<file path="config.mk">
export PLATFORM = sky130hd
export DESIGN_NAME = shift_sequencer
export DESIGN_NICKNAME = d
export VERILOG_FILES = /design/src/rtl/shift_sequencer.sv
export SDC_FILE = /design/constraint.sdc
export NUM_CORES = 1
export LEC_CHECK = 0
export ABC_AREA = 1
export BUFFER_PORTS_ARGS = -buffer_cell sky130_fd_sc_hd__buf_2
export CAP_MARGIN = 20
export CORE_MARGIN = 2
export CORE_UTILIZATION = 46
export DETAILED_ROUTE_END_ITERATION = 10
export PLACE_DENSITY = 0.71
export REMOVE_ABC_BUFFERS = 1
export SYNTH_ARGS = -nofsm -noshare
export SYNTH_HDL_FRONTEND = slang
export SYNTH_SLANG_ARGS = --single-unit
</file>
<file path="constraint.sdc">
create_clock -name clk -period 3.5 [get_ports clk]
set_clock_uncertainty 0.15 [all_clocks]
set_input_delay 0.7 -clock clk [delete_from_list [all_inputs] [get_ports clk]]
set_output_delay 0.7 -clock clk [all_outputs]
set_load 0.05 [all_outputs]
</file>
<file path="src/rtl/shift_sequencer.sv">
// shift_sequencer: two-port round-robin front end sharing one
// multi-pass logical shifter; shifts at most STEP bits per cycle.
module shift_sequencer #(
    parameter int WIDTH = 16,
    parameter int STEP  = 4
) (
    input  logic             clk,
    input  logic             reset_n,
    input  logic             req0,
    input  logic             op0,
    input  logic [WIDTH-1:0] a0,
    input  logic [15:0]      amt0,
    input  logic             req1,
    input  logic             op1,
    input  logic [WIDTH-1:0] a1,
    input  logic [15:0]      amt1,
    output logic             gnt0,
    output logic             gnt1,
    output logic             busy,
    output logic             done,
    output logic             done_id,
    output logic [WIDTH-1:0] result
);

    localparam int KW = $clog2(STEP) + 1;

    typedef enum logic [1:0] {
        IDLE,
        SHIFT,
        DONE
    } state_t;

    state_t           state_q;
    state_t           state_d;
    logic [WIDTH-1:0] acc_q;
    logic [WIDTH-1:0] acc_d;
    logic [15:0]      rem_q;
    logic [15:0]      rem_d;
    logic             op_q;
    logic             id_q;
    logic             rr_q;
    logic [WIDTH-1:0] result_q;
    logic             done_id_q;

    logic             take0;
    logic             take1;
    logic             load_op;
    logic [WIDTH-1:0] load_a;
    logic [15:0]      load_amt;
    logic [KW-1:0]    k;

    // Round-robin arbitration, only while idle; rr_q=1 favours port 1.
    always_comb begin
        take0 = 1'b0;
        take1 = 1'b0;
        if (state_q == IDLE) begin
            take0 = req0 & (~req1 | ~rr_q);
            take1 = req1 & (~req0 | rr_q);
        end
    end

    // Operand select for the winning port.
    always_comb begin
        load_op  = op0;
        load_a   = a0;
        load_amt = amt0;
        if (take1) begin
            load_op  = op1;
            load_a   = a1;
            load_amt = amt1;
        end
    end

    // Per-pass shift distance: min(rem, STEP).
    always_comb begin
        k = KW'(STEP);
        if (rem_q < 16'(STEP)) begin
            k = rem_q[KW-1:0];
        end
    end

    // Next-state and datapath update logic.
    always_comb begin
        state_d = state_q;
        acc_d   = acc_q;
        rem_d   = rem_q;
        unique case (state_q)
            IDLE: begin
                if (take0 | take1) begin
                    state_d = SHIFT;
                    if (load_amt >= 16'(WIDTH)) begin
                        acc_d = '0;
                        rem_d = '0;
                    end else begin
                        acc_d = load_a;
                        rem_d = load_amt;
                    end
                end
            end
            SHIFT: begin
                if (op_q) begin
                    acc_d = acc_q >> k;
                end else begin
                    acc_d = acc_q << k;
                end
                rem_d = rem_q - 16'(k);
                if (rem_d == 16'd0) begin
                    state_d = DONE;
                end
            end
            DONE: begin
                state_d = IDLE;
            end
            default: begin
                state_d = IDLE;
            end
        endcase
    end

    // State register.
    always_ff @(posedge clk or negedge reset_n) begin
        if (!reset_n) begin
            state_q <= IDLE;
        end else begin
            state_q <= state_d;
        end
    end

    // Job registers: accumulator, remaining count, direction, owner, pointer.
    always_ff @(posedge clk or negedge reset_n) begin
        if (!reset_n) begin
            acc_q <= '0;
            rem_q <= '0;
            op_q  <= 1'b0;
            id_q  <= 1'b0;
            rr_q  <= 1'b0;
        end else begin
            acc_q <= acc_d;
            rem_q <= rem_d;
            if (take0 | take1) begin
                op_q <= load_op;
                id_q <= take1;
                rr_q <= take0;
            end
        end
    end

    // Result and owner captured on the last pass; held until next job.
    always_ff @(posedge clk or negedge reset_n) begin
        if (!reset_n) begin
            result_q  <= '0;
            done_id_q <= 1'b0;
        end else if (state_q == SHIFT && state_d == DONE) begin
            result_q  <= acc_d;
            done_id_q <= id_q;
        end
    end

    // Grants are suppressed while reset is asserted.
    assign gnt0    = take0 & reset_n;
    assign gnt1    = take1 & reset_n;
    assign busy    = (state_q != IDLE);
    assign done    = (state_q == DONE);
    assign done_id = done_id_q;
    assign result  = result_q;

endmodule

</file>
**After elaboration in Yosys (flattened, before gate mapping)**

Cells that the tools add are included.

- Register bits after elaboration: 54
- Input port bits: 70
- Word-level logic and storage cells: 49
- Output and inout bits: 21

- Reductions and logical operators: 6
- Shifts and indexed selects: 2
- Eq/ne operators: 4
- $lt $le $gt $ge: 2
- Add/subtract/negate cells: 1
- Bitwise logic cells: 10
- Mux-type cells: 16

Operators with widths:

| operator | count |
|---|---|
| $mux 16 | 7 |
| $pmux 16 s2 | 2 |
| $ge 16x5->1 const B | 1 |
| $logic_not 16->1 | 1 |
| $lt 16x3->1 const B | 1 |
| $shl 16x3->16 | 1 |
| $shr 16x3->16 | 1 |
| $sub 16x3->16 | 1 |
| $and 1x1->1 | 4 |
| $eq 2x2->1 const B | 2 |
| $mux 2 | 2 |
| $pmux 2 s2 | 1 |
| $reduce_bool 2->1 | 2 |
| $mux 1 | 3 |
| $mux 3 | 1 |
| $not 1->1 | 3 |
| $or 1x1->1 | 3 |
| $eq 2x1->1 const B | 1 |
| $logic_not 2->1 | 1 |
| $ne 2x1->1 const B | 1 |
| $reduce_and 2->1 | 1 |
| $logic_and 1x1->1 | 1 |

**Longest topological paths before layout**

Gate-level depths: netlist (run 1).

- Word-level depth: 9
- Mapped depth: 22
- Mapped depth without buffers: 18

**Worst setup path after synthesis (run 1)**

Ideal clock, no wire load.

- Kind: reg2reg
- From: register rem_q[10]
- To: register result_q[5], in the netlist result[5]
- Slack: 0.770 ns
- Clock period less this slack: 2.730 ns
- Buffers on the path: 3
- Arrival: 2.462 ns
- Setup time: 0.118 ns
- Required time: 3.232 ns
- Cell stages (with the launch flop): 19
- Path through: dfrtp_1 > nor2_2 > nand2_2 > nor2_8 > nand2_4 > buf_2 > clkbuf_1 > nand2_1 > ha_1 > nand3b_1 > a21oi_1 > nand3_1 > nor2_2 > nand2_2 > nor2_4 > nand3_4 > buf_6 > nand2_1 > nand2_1

- Word-level cells in the longest chain between the ends: 8
- Elaborated cells on any way between the ends: 12
- Those cells by class: add/sub (1); order compare (1); eq/ne (1); shift (2); mux (5); reduce/logical (2)

RTL lines:

| element | line | source |
|---|---|---|
| start: declaration | 37 | `logic [15:0] rem_q;` |
| start signal: assignment | 139 | `rem_q <= rem_d;` |
| $lt 16x3->1 | 77 | `if (rem_q < 16'(STEP)) begin` |
| $mux 3 | 77 |  |
| $sub 16x3->16 | 106 | `rem_d = rem_q - 16'(k);` |
| $logic_not 16->1 | 107 | `if (rem_d == 16'd0) begin` |
| $mux 2 | 107 |  |
| $pmux 2 s2 | 87 | `unique case (state_q)` |
| $eq 2x2->1 | 153 | `end else if (state_q == SHIFT && state_d == DONE) begin` |
| $logic_and 1x1->1 | 153 |  |
| end signal: assignment | 151 | `result_q <= '0;` |
| end signal: assignment | 154 | `result_q <= acc_d;` |
| end: declaration | 42 | `logic [WIDTH-1:0] result_q;` |

Parallel ways exist; a longest one is shown, timed or not.
A chain may end at the register's enable or synchronous reset.

**Worst setup path in the final report (run 1)**

- From: register rem_q[3]
- To: register result_q[14], in the netlist result[14]

Same word-level chain as after synthesis.

==> results of run 1 <==
[layout make-up]
type	instances	area (um2)	share of cell area, %
timing repair buffer	103	548	10.5
sequential	54	1350	25.9
clock buffer	5	68.8	1.32
inverter	79	297	5.68
multi-input combinational	590	2770	53.0
tap	133	166	3.19
clock inverter	3	21.3	0.408
[metal layers]
metal,global-route usage [%],routed length (um)
met1,36.2,6390
met2,43.3,6310
met3,3.63,973
met4,9.17,312
met5,0,0
[worst register-to-register path, cell delays in order, from the launching register on]
cell     delay [ns]
dfrtp_1        0.42
inv_2          0.17
nand2_2        0.12
nor2_8         0.20
nand2_4        0.24
nand2_4        0.18
nand2_4        0.13
nand2_1        0.10
xor2_1         0.20
nand2_1        0.18
inv_1          0.08
nand2_1        0.09
nor2_4         0.37
nand3_1        0.14
nand2_1        0.08
[where the power goes]
part           internal, mW  switching (mW)  total (mW)
clock network         0.141           0.237       0.379
logic                 0.151           0.305       0.456
registers             0.677          0.0684       0.745
total                 0.969           0.611        1.58
[cell families (layout without fill, tap and decap cells)]
| kind of cell | after synthesis | count (layout) | synth area share, % |
|---|---|---|---|
| xor+xnor | 2 | 2 | 0.381 |
| other cells | 1 | 1 | 0.0816 |
| fa+ha+maj | 1 | 1 | 0.272 |
| compound gates | 70 | 70 | 8.41 |
| simple gates | 516 | 516 | 51.0 |
| buf+inv | 117 | 190 | 10.4 |
| flops | 54 | 54 | 29.4 |
[layout by cell type, fill, tap and decap left out, drive strengths merged]
cell type    n
nand2      313
nand3      108
buf        103
inv         77
dfrtp       54
nor2        51
nand4       32
a21oi       28
o21ai       25
o22ai        8
nand3b       5
clkbuf       5
clkinv       4
or2          3
o2111ai      3
nor3         2
xor2         2
a31oi        2
o221ai       2
and3         1
nor4         1
a21boi       1
o211ai       1
ha           1
conb         1
clkinvlp     1
[worst max path at each step]
stage | end | slack [ns] | from | depth (start not counted)
global placement | result[15] | 0.61 | req0 | 13
CTS | result[3] | 0.59 | rem_q[6] | 14
finish | result[14] | 0.58 | rem_q[3] | 14
floorplan | result[0] | 0.46 | state_q[1] | 9
detailed placement | result[14] | 0.50 | req0 | 13
global route | result[3] | 0.29 | rem_q[12] | 14
[state kept, by name (all words and copies together) (netlist names)]
register  flops
result       16
acc_q        16
op_q          1
rr_q          1
rem_q        16
id_q          1
done_id       1
state_q       2
==> flow_summary_export.csv, run 1 <==
group,metric,value,unit
status,outcome,"complete, no violations",
grt,grt_pass1_vias,4889,
clock_tree,cts_hold_buffers,0,
worst_setup_path,cp-end-kind,"register",
worst_setup_path,timing.rr.end,"result[14]",
worst_setup_path,cp_common_cell,"nand2_1",
clock_tree,htree_levels,2,
floorplanning,dieArea,10800,um2
worst_setup_path,path_cells,"inv_2 > nand2_2 > nor2_8 > nand2_4 > nand2_4 > nand2_4 > nand2_1 > xor2_1 > nand2_1 > inv_1 > nand2_1 > nor2_4 > nand3_1 > nand2_1",
floorplanning,initial_utilization,47.2,%
clock_tree,cts_resized,0,
placement,port_buffers,90,
worst_setup_path,worstPathRequired,3.63,ns
cells_and_area,drive_gt1_share,17.9,%
worst_setup_path,critPathBufInv,2,
floorplanning,fp.dieW,104,um
clock_tree,cts_sinks,54,
worst_setup_path,critical_path_class,"register to register",
logic_synthesis,syn_area_per_cell,6.04,um2
sta,drv_slew,0,
cells_and_area,fillers,1027,
worst_setup_path,cpMaxStageDelayCell,"dfrtp_1",
power_and_ir_drop,p_per_area,303,nW/um2
cells_and_area,finalNonFillerCells,967,
floorplanning,fp-row-count,36,
grt,grt_start_max_net_pins,55,
placement,placed_area,5130,um2
power_and_ir_drop,ir_drop,0.000207,V
logic_synthesis,synth.top_cell.area_share,29.4,%
hold_path,worstHoldEndpoint,"result[5]",
worst_setup_path,cp.arrival,3.04,ns
grt,grt_overflow,0,
cells_and_area,final_cell_area,5220,um2
sta,hold_violations,0,
sta,setup-tns-final,0,ns
logic_synthesis,yosys-top-cells-count,"nand2_1, nand3_1, inv_1",
floorplanning,core_area,9730,um2
placement,post-dp-hpwl,10300,um
hold_path,hp-class,"register to register",
floorplanning,ioPinCount,91,
worst_setup_path,max_stage_delay,0.42,ns
logic_synthesis,ys_ff_latch,54,
routing,vias,5132,
logic_synthesis,synth_area,4600,um2
worst_setup_path,cp_max_fo,27,
worst_setup_path,rr_worst_depth,14,
routing,wirelength,14000,um
clock_tree,numCtsBuffers,5,
clock_tree,postCtsSetupBuffers,0,
hold_path,min_path_cells,2,
clock_tree,clk_latency,0.33,ns
worst_setup_path,cpLargestDelayFamily,"simple AND/OR/NAND/NOR gates",
logic_synthesis,synth_cells,761,
sta,relSlewSlack,52.4,%
sta,fin_hold_ws,0.331,ns
floorplanning,die_h,104,um
placement,gp_congestion,0.959,
sta,setup_slack,0.584,ns
logic_synthesis,yosys.area.top_type,"dfrtp_1",
logic_synthesis,ys_types,35,
logic_synthesis,synth.area.top_cells,"dfrtp_1, nand2_1, nand3_1",
logic_synthesis,synthFlopType,"dfrtp_1",
grt,antenna_found_initial,0,
routing,first_pass_iters,5,
placement,post-place-cells,959,
sta,fin_crit_sh,83.3,%
clock_tree,cts_buffer_depth,2,
sta,rsz0062_at_grt,"no",
logic_synthesis,synthArstFlopShare,100,%
cells_and_area,synthToLayoutAreaGrowth,13.5,%
worst_setup_path,timing.reg2reg.setup_slack,0.58,ns
hold_path,min_from,"result[5]",
cells_and_area,diodes,0,
sta,min_period,2.92,ns
worst_setup_path,timing.rr.start,"rem_q[3]",
routing,ant_nets,0,
sta,setup_violations,0,
cells_and_area,final_nets,904,
power_and_ir_drop,power,1.58,mW
sta,worst_pin_slew,0.714,ns
cells_and_area,fin_util,53.6,%
clock_tree,clock-root-buffer,"clkbuf_8",
logic_synthesis,yosysMostFrequentCell,"nand2_1",
routing,route.detailed.drc,0,
power_and_ir_drop,p_leak,2.78,nW
routing,first_iter_violations,392,
routing,wl_per_cell,14.5,um
grt,grt_pass1_wl,23700,um
logic_synthesis,seq_area_frac_synth,29.4,%
grt,grtUsageTotal,26.6,%
logic_synthesis,synth_edf_count,0,
worst_setup_path,start_kind,"register",
logic_synthesis,yosys_warnings,0,
placement,pre_cts_ws,0.499,ns
job,maxCapViolCount,0,
sta,fmax,343,MHz
clock_tree,cts_tree,"built",
routing,routed_via_density,5.31,
clock_tree,path_clk_slew,0.11,ns
No activity file was read; power rests on OpenSTA's default activity.
==> inputs of run 2 (changes only) <==
- clock period: 3.5 -> 2.9 ns (I/O delays scaled with it)
==> run 2 against run 1 <==
Clock power is 19% higher. Worst hold slack worse by 0.038 ns. Largest cell class unchanged. Maximum frequency is 7.2% higher. Utilization is 2.0 points higher. Die area stayed put. Design area is 3.7% higher. Total power is 22% higher. First-iteration DRC count is 1.5% higher. Largest power group unchanged. Combinational power is 25% higher.
==> flow_summary_export.csv, run 2 (synthesized netlist as in run 1, its figures left out) <==
group,metric,value,unit
clock_tree,path_clk_slew,0.11,ns
cells_and_area,final_nets,924,
clock_tree,clk_latency,0.33,ns
floorplanning,fp-row-count,36,
worst_setup_path,path_cells,"nor2_4 > nand2_2 > nor2_8 > nand2_4 > nand2_1 > ha_1 > nand3b_1 > a21oi_1 > nand3_1 > nor2_2 > nand2_2 > nor2_4 > nand3_4 > buf_6 > nand2_1 > nand2_1",
worst_setup_path,cp_max_fo,11,
routing,vias,5264,
routing,ant_nets,0,
sta,fin_hold_ws,0.293,ns
sta,hold_violations,0,
worst_setup_path,cp-end-kind,"register",
power_and_ir_drop,ir_drop,0.000240,V
worst_setup_path,timing.rr.end,"result[9]",
worst_setup_path,critical_path_class,"register to register",
worst_setup_path,timing.reg2reg.setup_slack,0.18,ns
clock_tree,numCtsBuffers,5,
routing,first_iter_violations,398,
sta,setup_slack,0.179,ns
grt,grtUsageTotal,27.3,%
sta,min_period,2.72,ns
clock_tree,cts_tree,"built",
grt,grt_start_max_net_pins,55,
placement,pre_cts_ws,0.0739,ns
cells_and_area,final_cell_mix,"nand2_1, nand3_1, buf_2",
clock_tree,cts_sinks,54,
cells_and_area,diodes,0,
routing,first_pass_iters,5,
floorplanning,initial_utilization,47.2,%
sta,relSlewSlack,54.3,%
grt,grt_pass1_vias,5194,
clock_tree,cts_buffer_depth,2,
floorplanning,fp.dieW,104,um
floorplanning,core_area,9730,um2
job,maxCapViolCount,0,
clock_tree,clock-root-buffer,"clkbuf_8",
grt,grt_pass1_wl,24500,um
sta,rsz0062_at_grt,"no",
worst_setup_path,cp_common_cell,"nand2_1",
placement,port_buffers,90,
worst_setup_path,cpMaxStageDelayCell,"dfrtp_1",
placement,gp_congestion,0.963,
worst_setup_path,worstPathRequired,2.97,ns
worst_setup_path,cp.arrival,2.79,ns
sta,drv_slew,0,
floorplanning,dieArea,10800,um2
sta,fin_crit_sh,93.8,%
sta,setup_violations,0,
power_and_ir_drop,p_leak,2.89,nW
grt,antenna_found_initial,0,
cells_and_area,layout_commonest_cell,"nand2_1",
routing,wirelength,14300,um
hold_path,hp-class,"primary input to async pin",
routing,routed_via_density,5.33,
sta,worst_pin_slew,0.685,ns
routing,route.detailed.drc,0,
placement,post-dp-hpwl,10400,um
clock_tree,htree_levels,2,
worst_setup_path,rr_worst_depth,16,
power_and_ir_drop,p_per_area,355,nW/um2
worst_setup_path,timing.rr.start,"rem_q[6]",
floorplanning,ioPinCount,91,
worst_setup_path,start_kind,"register",
status,outcome,"complete, no violations",
cells_and_area,synthToLayoutAreaGrowth,17.7,%
routing,wl_per_cell,14.5,um
cells_and_area,drive_gt1_share,19.8,%
worst_setup_path,max_stage_delay,0.46,ns
cells_and_area,fillers,1003,
grt,grt_overflow,0,
sta,fmax,367,MHz
floorplanning,die_h,104,um
run 2: changes by cell type in the layout (fill, tap and decap cells not counted):
cell    change
buf_12      +3
buf_4      +16
buf_6       +1
run 2: worst max path at each step:
stage / startpoint / endpoint / slack [ns]
CTS: rem_q[12] / result[13] / 0.03
global route: rem_q[6] / result[9] / 0.007
detailed placement: rem_q[9] / result[13] / 0.07
floorplan: state_q[1] / result[0] / -0.14
finish: rem_q[6] / result[9] / 0.18
global placement: rem_q[12] / result[14] / 0.14
run 2: critical path, delay by kind of cell, from the launching register on:
family          cells  cell delay (ns)
simple gates       13             1.51
flops               1             0.46
fa+ha+maj           1             0.17
compound gates      1             0.12
buf+inv             1             0.18
run 2: timing repair:
item / in CTS / in global routing
endpoints found under the setup margin: 0 / 18
hold buffers: 0 / 0
resized for setup: 0 / 0
setup buffers: 0 / 10
run 2: through the flow:
step                area (um2)  utilization [%]  total power [mW]  instances  setup TNS [ns]
finish                    5410             55.6              1.92        987               0
global route              5410             55.6              2.05        987               0
CTS                       5310             54.5              1.91        977               0
detailed placement        5220             53.6              1.47        969               0
global placement          5220             53.6              1.45        969               0
floorplan                 4410                -              1.29        723           -1.81
run 2: where the power goes:
part	switching, mW	total (mW)	leakage, nW	internal, mW
Sequential	0.0844	0.901	0.683	0.817
Clock	0.280	0.451	0.0441	0.171
Combinational	0.374	0.570	2.16	0.195
run 2: metal layers:
metal  up-vias  part of all wire, %  GRT usage, %
met4         0                  1.6          8.78
li1       2649                    -             -
met5         -                    0             0
met2       240                   46          44.6
met3        20                  8.1          4.14
met1      2355                   45          37.1
run 2: layout make-up:
cell class | instances | area [um2] | area share [%]
multi-input combinational | 590 | 2770 | 51.1
timing repair buffer | 123 | 739 | 13.7
clock inverter | 3 | 21.3 | 0.393
sequential | 54 | 1350 | 25.0
clock buffer | 5 | 68.8 | 1.27
tap | 133 | 166 | 3.08
inverter | 79 | 297 | 5.48
